## config.mk

```make
export PLATFORM = sky130hd
export DESIGN_NAME = multinoc_inject_sched_flat
export DESIGN_NICKNAME = d
export VERILOG_FILES = /design/src/rtl/multinoc_inject_sched_pkg.sv /design/src/rtl/multinoc_inject_sched_if.sv /design/src/rtl/multinoc_inject_sched_inj_fifo.sv /design/src/rtl/multinoc_inject_sched.sv /design/src/flat_wrapper.sv
export SDC_FILE = /design/constraint.sdc
export NUM_CORES = 1
export LEC_CHECK = 0
export CAP_MARGIN = 25
export CELL_PAD_IN_SITES_DETAIL_PLACEMENT = 0
export CELL_PAD_IN_SITES_GLOBAL_PLACEMENT = 2
export CORE_ASPECT_RATIO = 0.8
export CORE_MARGIN = 2
export CORE_UTILIZATION = 35
export CTS_BUF_LIST = sky130_fd_sc_hd__clkbuf_8
export CTS_CLUSTER_DIAMETER = 50
export CTS_CLUSTER_SIZE = 8
export DETAILED_ROUTE_END_ITERATION = 8
export GPL_TIMING_DRIVEN = 1
export PLACE_DENSITY_LB_ADDON = 0.1
export RECOVER_POWER = 50
export SYNTH_ARGS = -nofsm -noshare
export SYNTH_HDL_FRONTEND = slang
export SYNTH_HIERARCHICAL = 1
export SYNTH_SLANG_ARGS = --single-unit
```

## constraint.sdc

```tcl
create_clock -name clk -period 8.2 [get_ports clk]
set_input_delay 1.64 -clock clk [delete_from_list [all_inputs] [get_ports clk]]
set_output_delay 1.64 -clock clk [all_outputs]
set_load 0.05 [all_outputs]
```

## src/rtl/multinoc_inject_sched_pkg.sv

```systemverilog
// -----------------------------------------------------------------------------
// multinoc_inject_sched_pkg
// Shared constants for the dual-subnet injection scheduler. The flit and PV
// widths are the same values the BLESS router ports are built with, so the
// scheduler outputs can be wired straight into dinLocal*/PVLocal*.
// Also holds the subnet index constants and the pop-count type.
// -----------------------------------------------------------------------------
package multinoc_inject_sched_pkg;

    localparam int FLIT_W_C = 64;   // router port width
    localparam int PV_W_C   = 5;    // productive-vector width

    // Subnet indices: subnet 0 feeds dinLocal1/PVLocal1, subnet 1 feeds
    // dinLocal2/PVLocal2.
    localparam logic SUBNET0 = 1'b0;
    localparam logic SUBNET1 = 1'b1;

    // Number of entries leaving the FIFO in one cycle: 0, 1 or 2.
    typedef logic [1:0] pop_cnt_t;

endpackage

```

## src/rtl/multinoc_inject_sched_if.sv

```systemverilog
// -----------------------------------------------------------------------------
// multinoc_inject_sched_if
// Bundles the injection stream, the subnet-free indications and the two
// local-port output channels of the injection scheduler.
//   master : the node side (drives inj_*, slot_free; observes everything else)
//   slave  : the scheduler (accepts inj_*, slot_free; drives ready/outputs)
// Signals:
//   inj_valid/inj_flit/inj_pv/inj_ready : injection handshake
//   slot_free[1:0]                      : subnet i local port free next cycle
//   out_valid[1:0], out_flit0/out_pv0, out_flit1/out_pv1 : per-subnet outputs
//   occupancy                           : current FIFO count
//   starve                              : head-of-line starvation flag
// -----------------------------------------------------------------------------
interface multinoc_inject_sched_if
    import multinoc_inject_sched_pkg::*;
#(
    parameter int FLIT_W = FLIT_W_C,
    parameter int PV_W   = PV_W_C,
    parameter int OCC_W  = 3
);
    logic              inj_valid;
    logic [FLIT_W-1:0] inj_flit;
    logic [PV_W-1:0]   inj_pv;
    logic              inj_ready;
    logic [1:0]        slot_free;
    logic [1:0]        out_valid;
    logic [FLIT_W-1:0] out_flit0;
    logic [PV_W-1:0]   out_pv0;
    logic [FLIT_W-1:0] out_flit1;
    logic [PV_W-1:0]   out_pv1;
    logic [OCC_W-1:0]  occupancy;
    logic              starve;

    modport master (
        output inj_valid, inj_flit, inj_pv, slot_free,
        input  inj_ready, out_valid, out_flit0, out_pv0, out_flit1, out_pv1,
               occupancy, starve
    );

    modport slave (
        input  inj_valid, inj_flit, inj_pv, slot_free,
        output inj_ready, out_valid, out_flit0, out_pv0, out_flit1, out_pv1,
               occupancy, starve
    );
endinterface

```

## src/rtl/multinoc_inject_sched_inj_fifo.sv

```systemverilog
// -----------------------------------------------------------------------------
// multinoc_inject_sched_inj_fifo
// Injection FIFO holding DEPTH entries of {pv,flit}. Exposes the head and the
// entry behind it so the scheduler can issue up to two flits per cycle.
// Ports:
//   clk, reset (async, active-low)
//   push, wr_data      : write one entry (caller guarantees count < DEPTH)
//   pop_cnt            : entries removed this cycle (0/1/2, <= count)
//   rd_data0, rd_data1 : head and head+1 (head+1 meaningful only if count>=2)
//   count              : number of stored entries
// The read is combinational; the scheduler's output registers act as the
// registered read stage.
// -----------------------------------------------------------------------------
module multinoc_inject_sched_inj_fifo
    import multinoc_inject_sched_pkg::*;
#(
    parameter int W     = FLIT_W_C + PV_W_C,
    parameter int DEPTH = 4
) (
    input  logic                       clk,
    input  logic                       reset,
    input  logic                       push,
    input  logic [W-1:0]               wr_data,
    input  pop_cnt_t                   pop_cnt,
    output logic [W-1:0]               rd_data0,
    output logic [W-1:0]               rd_data1,
    output logic [$clog2(DEPTH):0]     count
);
    localparam int AW = $clog2(DEPTH);
    localparam int CW = AW + 1;

    logic [W-1:0]  mem [DEPTH];
    logic [AW-1:0] wr_ptr_reg;
    logic [AW-1:0] rd_ptr_reg;
    logic [AW-1:0] rd_ptr_p1;
    logic [CW-1:0] count_reg;

    // DEPTH is a power of two, so pointer arithmetic wraps naturally.
    assign rd_ptr_p1 = rd_ptr_reg + AW'(1);

    always_ff @(posedge clk) begin
        if (push) begin
            mem[wr_ptr_reg] <= wr_data;
        end
    end

    always_ff @(posedge clk or negedge reset) begin
        if (!reset) begin
            wr_ptr_reg <= '0;
            rd_ptr_reg <= '0;
            count_reg  <= '0;
        end else begin
            if (push) begin
                wr_ptr_reg <= wr_ptr_reg + AW'(1);
            end
            rd_ptr_reg <= rd_ptr_reg + AW'(pop_cnt);
            count_reg  <= count_reg + CW'(push) - CW'(pop_cnt);
        end
    end

    assign rd_data0 = mem[rd_ptr_reg];
    assign rd_data1 = mem[rd_ptr_p1];
    assign count    = count_reg;

endmodule

```

## src/rtl/multinoc_inject_sched.sv

```systemverilog
// -----------------------------------------------------------------------------
// multinoc_inject_sched
// Local-injection scheduler for a dual-subnet BLESS node. Buffers the node's
// injection stream and dispatches flits to whichever subnet local port is
// free: round-robin when both are free, dual-issue when two flits are queued.
// Flags head-of-line starvation when the head waits STARVE_LIMIT cycles.
// Ports:
//   clk        : rising-edge clock
//   reset      : asynchronous active-low reset
//   bus        : multinoc_inject_sched_if.slave (injection handshake,
//                slot_free, two output channels, occupancy, starve)
//   disp_cnt0/disp_cnt1 : per-subnet dispatch counters (INJ_STATS_EN only)
// Build option: define INJ_STATS_EN to add the 16-bit dispatch counters.
// -----------------------------------------------------------------------------
module multinoc_inject_sched
    import multinoc_inject_sched_pkg::*;
#(
    parameter int FLIT_W       = FLIT_W_C,
    parameter int PV_W         = PV_W_C,
    parameter int DEPTH        = 4,
    parameter int STARVE_LIMIT = 8,
    parameter int CNT_W        = 4
) (
    input  logic                   clk,
    input  logic                   reset,
    multinoc_inject_sched_if.slave bus
`ifdef INJ_STATS_EN
    ,
    output logic [15:0]            disp_cnt0,
    output logic [15:0]            disp_cnt1
`endif
);
    localparam int OCC_W   = $clog2(DEPTH) + 1;
    localparam int ENTRY_W = PV_W + FLIT_W;
    localparam logic [OCC_W-1:0] DEPTH_C   = OCC_W'(DEPTH);
    localparam logic [OCC_W-1:0] ONE_C     = OCC_W'(1);
    localparam logic [CNT_W-1:0] STARVE_TH = CNT_W'(STARVE_LIMIT);

    logic [OCC_W-1:0]   count;
    logic               inj_ready;
    logic               push;
    pop_cnt_t           pop_cnt;
    logic [ENTRY_W-1:0] head;
    logic [ENTRY_W-1:0] head1;

    logic               rr_ptr_reg, rr_ptr_next;
    logic [CNT_W-1:0]   wait_reg, wait_next;
    logic               starve_reg;
    logic [1:0]         valid_next;
    logic [ENTRY_W-1:0] data_next [2];

    // No full-bypass: a pop in this cycle does not make room for a push.
    assign inj_ready = (count < DEPTH_C);
    assign push      = bus.inj_valid & inj_ready;

    multinoc_inject_sched_inj_fifo #(
        .W     (ENTRY_W),
        .DEPTH (DEPTH)
    ) u_fifo (
        .clk      (clk),
        .reset    (reset),
        .push     (push),
        .wr_data  ({bus.inj_pv, bus.inj_flit}),
        .pop_cnt  (pop_cnt),
        .rd_data0 (head),
        .rd_data1 (head1),
        .count    (count)
    );

    // Dispatch decision on the registered count and current slot_free.
    always_comb begin
        pop_cnt      = 2'd0;
        rr_ptr_next  = rr_ptr_reg;
        valid_next   = 2'b00;
        data_next[0] = '0;
        data_next[1] = '0;
        if (count != '0) begin
            case (bus.slot_free)
                2'b01: begin
                    pop_cnt      = 2'd1;
                    valid_next   = 2'b01;
                    data_next[0] = head;
                    rr_ptr_next  = SUBNET1;
                end
                2'b10: begin
                    pop_cnt      = 2'd1;
                    valid_next   = 2'b10;
                    data_next[1] = head;
                    rr_ptr_next  = SUBNET0;
                end
                2'b11: begin
                    rr_ptr_next = ~rr_ptr_reg;
                    if (count == ONE_C) begin
                        pop_cnt = 2'd1;
                        if (rr_ptr_reg == SUBNET0) begin
                            valid_next   = 2'b01;
                            data_next[0] = head;
                        end else begin
                            valid_next   = 2'b10;
                            data_next[1] = head;
                        end
                    end else begin
                        // Head to the favoured subnet, head+1 to the other.
                        pop_cnt      = 2'd2;
                        valid_next   = 2'b11;
                        data_next[0] = (rr_ptr_reg == SUBNET0) ? head  : head1;
                        data_next[1] = (rr_ptr_reg == SUBNET0) ? head1 : head;
                    end
                end
                default: ;
            endcase
        end
    end

    // Head wait counter: saturating, cleared on any pop or when empty.
    always_comb begin
        wait_next = wait_reg;
        if (count == '0 || pop_cnt != 2'd0) begin
            wait_next = '0;
        end else if (wait_reg != {CNT_W{1'b1}}) begin
            wait_next = wait_reg + CNT_W'(1);
        end
    end

    always_ff @(posedge clk or negedge reset) begin
        if (!reset) begin
            rr_ptr_reg <= SUBNET0;
            wait_reg   <= '0;
            starve_reg <= 1'b0;
        end else begin
            rr_ptr_reg <= rr_ptr_next;
            wait_reg   <= wait_next;
            // Registered from the next counter value so starve tracks the
            // counter exactly and drops right after the popping edge.
            starve_reg <= (wait_next >= STARVE_TH);
        end
    end

    // Per-subnet output registers; an idle port is loaded with zeros.
    genvar gi;
    for (gi = 0; gi < 2; gi++) begin : g_port
        logic               valid_reg;
        logic [ENTRY_W-1:0] data_reg;
        always_ff @(posedge clk or negedge reset) begin
            if (!reset) begin
                valid_reg <= 1'b0;
                data_reg  <= '0;
            end else begin
                valid_reg <= valid_next[gi];
                data_reg  <= data_next[gi];
            end
        end
    end

    assign bus.out_valid = {g_port[1].valid_reg, g_port[0].valid_reg};
    assign bus.out_flit0 = g_port[0].data_reg[FLIT_W-1:0];
    assign bus.out_pv0   = g_port[0].data_reg[ENTRY_W-1:FLIT_W];
    assign bus.out_flit1 = g_port[1].data_reg[FLIT_W-1:0];
    assign bus.out_pv1   = g_port[1].data_reg[ENTRY_W-1:FLIT_W];
    assign bus.inj_ready = inj_ready;
    assign bus.occupancy = count;
    assign bus.starve    = starve_reg;

`ifdef INJ_STATS_EN
    // Dispatch counters, bumped at the same edge the output registers load.
    for (gi = 0; gi < 2; gi++) begin : g_stats
        logic [15:0] cnt_reg;
        always_ff @(posedge clk or negedge reset) begin
            if (!reset) begin
                cnt_reg <= '0;
            end else begin
                cnt_reg <= cnt_reg + 16'(valid_next[gi]);
            end
        end
    end

    assign disp_cnt0 = g_stats[0].cnt_reg;
    assign disp_cnt1 = g_stats[1].cnt_reg;
`endif

endmodule

```

## src/flat_wrapper.sv

```systemverilog
// flat-port wrapper written by rule: the top's interface ports become plain ports
module multinoc_inject_sched_flat import multinoc_inject_sched_pkg::*;
#(
    parameter int FLIT_W       = FLIT_W_C,
    parameter int PV_W         = PV_W_C,
    parameter int DEPTH        = 4,
    parameter int STARVE_LIMIT = 8,
    parameter int CNT_W        = 4
)
  (clk, reset, bus_inj_valid, bus_inj_flit, bus_inj_pv, bus_slot_free, bus_inj_ready, bus_out_valid, bus_out_flit0, bus_out_pv0, bus_out_flit1, bus_out_pv1, bus_occupancy, bus_starve);
  multinoc_inject_sched_if #(.FLIT_W(FLIT_W), .PV_W(PV_W), .OCC_W(3)) bus_i ();
  input  logic clk;
  input  logic reset;
  input wire logic [$bits(bus_i.inj_valid)-1:0] bus_inj_valid;
  input wire logic [$bits(bus_i.inj_flit)-1:0] bus_inj_flit;
  input wire logic [$bits(bus_i.inj_pv)-1:0] bus_inj_pv;
  input wire logic [$bits(bus_i.slot_free)-1:0] bus_slot_free;
  output wire logic [$bits(bus_i.inj_ready)-1:0] bus_inj_ready;
  output wire logic [$bits(bus_i.out_valid)-1:0] bus_out_valid;
  output wire logic [$bits(bus_i.out_flit0)-1:0] bus_out_flit0;
  output wire logic [$bits(bus_i.out_pv0)-1:0] bus_out_pv0;
  output wire logic [$bits(bus_i.out_flit1)-1:0] bus_out_flit1;
  output wire logic [$bits(bus_i.out_pv1)-1:0] bus_out_pv1;
  output wire logic [$bits(bus_i.occupancy)-1:0] bus_occupancy;
  output wire logic [$bits(bus_i.starve)-1:0] bus_starve;
  assign bus_i.inj_valid = bus_inj_valid;
  assign bus_i.inj_flit = bus_inj_flit;
  assign bus_i.inj_pv = bus_inj_pv;
  assign bus_i.slot_free = bus_slot_free;
  assign bus_inj_ready = bus_i.inj_ready;
  assign bus_out_valid = bus_i.out_valid;
  assign bus_out_flit0 = bus_i.out_flit0;
  assign bus_out_pv0 = bus_i.out_pv0;
  assign bus_out_flit1 = bus_i.out_flit1;
  assign bus_out_pv1 = bus_i.out_pv1;
  assign bus_occupancy = bus_i.occupancy;
  assign bus_starve = bus_i.starve;
  multinoc_inject_sched #(.FLIT_W(FLIT_W), .PV_W(PV_W), .DEPTH(DEPTH), .STARVE_LIMIT(STARVE_LIMIT), .CNT_W(CNT_W)) u_core (.clk(clk), .reset(reset), .bus(bus_i));
endmodule
```

==> metrics.txt <==
status=complete, but fails checks; failing checks=max-capacitance violations, max-slew violations; VDD IR max=0.268 mV; synth warn=6; fin crit share=0.699; final WL=49.7 mm; largest fanout on the critical path=35; worst-path cell chain=dlygate4sd3_1 > nor2b_1 > and2_0 > buf_4; multiplexer share of the synthesized area=0.170; post-synthesis cell area=0.0184 mm2; Final Power=8.65 mW; Clock Path Buffers=3; simple-gate portion of the synthesized area=0.0447; DIE WIDTH=261 um; endpoint type of the worst setup path=flip-flop; setup TNS=0 ps; DRC viols=0; Fin Clk Skew=27.8 ps; Worst path max stage delay=2450 ps; synthesized area per cell=17.0 um2; RR Endpoint=u_core/u_fifo/mem[2][5]; placed instance count=1902; commonest non-fill, non-tap cell in the layout=edfxtp_1; Setup violations, final=0; CTS tree=done; CTS root buffer=clkbuf_8; H-tree depth=3; postcts setup bufs=0; worst hold path endpoint=u_core/u_fifo/wr_ptr_reg[0]; grt ovf=0; Syn Nets=1173; via count=11003; WL/cell=24.5 um; DRT iter0 DRCs=740; critical path's slowest cell=and2_0; Compound-Gate Fraction of Synth Area=0.0748; die height=209 um; share of layout cells above drive strength 1=0.185; Resize count post-CTS=0; Distinct cells, synth=37; vias in the first global route=11621; post-synth top area cell=edfxtp_1; nets=1366; top cell type's share of synthesized area=0.450; Initial Utilization=0.353; clk slew on worst S/H paths=60 ps; antenna violation net count after detailed routing=0; FMAX=0.174 GHz; IO Pins=219; startpoint types=primary input; DP Wirelength=27.2 mm; Synth Area in XOR/XNOR=0.00346; clock sinks=428; Worst-Margin Slew=3820 ps; Req. time, crit path=8450 ps; clk_lat worst skew=630 ps; Layout area overhead=20.3%; minimum clock period=5730 ps; r2r setup slk=3440 ps; first drt pass iteration count=7; Max Transition Viols Final=211; critical path class=in2reg; largest family of logic cells by synthesized area=multiplexers; # rows=75; Min-Delay Startpoint=u_core/u_fifo/wr_ptr_reg[0]; Crit Reg-Reg Startpoint=u_core/u_fifo/count[2]; Core Footprint=0.0523 mm2; first-pass GRT wire length=74.0 mm; cell depth of the worst flop-to-flop path=3; All-Layer GR Usage=0.185; hold slack=541 ps; Pwr per Cell Area=390 mW/mm2; register bit total from synthesis=428; RD Place Congestion=0.681; DIE AREA=0.0545 mm2; number of port buffers=218; Cells after Synth=1085; largest cells by area after synthesis=edfxtp_1 45%, dfrtp_1 21%, mux4_2 17%; Slew HR=-1.55; worst hold path type=reg2reg; worst path arrival time=5980 ps; cts bufs inserted=66; initial antenna violation count=7; mean number of vias per cell=5.44; max reg flops=276; most frequent cells in the layout=276 x edfxtp_1, 149 x dfrtp_1, 147 x clkdlybuf4s50_1; standby leakage power=7.84 nW; hold depth=1; post-synthesis adder-cell area fraction=0.00991; largest net degree at the start of global routing=91; Final Hold Viols=0; register area share after synthesis=0.656; non-filler cells, final=2023; RSZ-0062 raised after global routing=no; hold buffer count at CTS=0; max-cap viol count=5
worst max path at each step:
stage | startpoint | to | slack [ps] | cells past startpoint
2_1_floorplan | bus_inj_valid | u_core/u_fifo/mem[0][0] | 4130 | 2
3_3_place_gp | bus_slot_free[0] | u_core/u_fifo/count[2] | 3020 | 10
3_5_place_dp | bus_slot_free[0] | u_core/u_fifo/count[2] | 2960 | 10
4_1_cts | bus_slot_free[0] | u_core/u_fifo/count[2] | 3660 | 10
5_1_grt | reset | u_core/g_port[1].data_reg[61] | 1970 | 2
6_report | bus_inj_valid | u_core/u_fifo/mem[2][5] | 2470 | 4
cells in the mapped netlist:
cell / number
a21o_1: 2
a21oi_1: 72
a221o_1: 1
a31oi_1: 1
a32oi_1: 69
and2_1: 4
buf_1: 6
buf_12: 11
buf_2: 38
buf_4: 7
buf_6: 7
clkbuf_1: 41
dfrtp_1: 152
edfxtp_1: 276
fa_1: 1
ha_1: 13
inv_1: 11
mux2_2: 1
mux2i_1: 1
mux4_2: 138
nand3_1: 2
nand3b_1: 1
nand4_1: 69
nor2_1: 74
nor2b_1: 3
nor3_1: 1
nor3_2: 2
nor3b_1: 1
o21ai_0: 71
o31ai_1: 2
o41a_1: 1
or3b_1: 1
or3b_4: 1
xnor2_1: 1
xnor3_1: 1
xor2_1: 1
xor3_1: 1
cells by family (layout without fill, tap and decap cells):
family                   Yosys count  in the layout
AO/OA/AOI/OAI                    219            219
multiplexers                     140            140
AND/OR/NAND/NOR                  159            159
XOR/XNOR                           4              4
flip-flops                       428            428
buffers and inverters            121            363
other                              0              3
adder cells (fa/ha/maj)           14             14
where the power goes:
part / leakage [nW] / switching, mW / total [mW] / internal [mW]
Clock: 0.747 / 0.826 / 1.65 / 0.822
Sequential: 4.49 / 0.345 / 3.19 / 2.84
Combinational: 2.60 / 2.36 / 3.82 / 1.45
stage by stage:
stage / setup WS [ps] / utilization / instance area [um2]
floorplan: 4130 / - / 18400
global placement: 3020 / 0.401 / 21000
detailed placement: 2960 / 0.401 / 21000
CTS: 3660 / 0.424 / 22200
global route: 1970 / 0.424 / 22200
finish: 2470 / 0.424 / 22200
worst max-delay path: cells and delay by family:
family / cells / cell delay (ps)
and+or+nand+nor: 2 / 2910
buffers and inverters: 2 / 1390
layout make-up:
| class | instances | area [um2] |
|---|---|---|
| fill | 4624 | 30100 |
| sequential | 428 | 12100 |
| multi-input combinational | 536 | 5620 |
| timing repair buffer | 235 | 2340 |
| clock buffer | 74 | 1020 |
| tap | 693 | 867 |
| clock inverter | 43 | 170 |
| inverter | 11 | 41.3 |
| antenna | 3 | 7.51 |
layer usage:
metal  vias to the layer above  routed length, um  track usage
li1                       4813                  -            -
met1                      5778              22000        0.255
met2                       337              23500        0.288
met3                        73               3090       0.0418
met4                         2                983       0.0625
met5                         -                 13            0
Power figures use the tool's default switching activity.
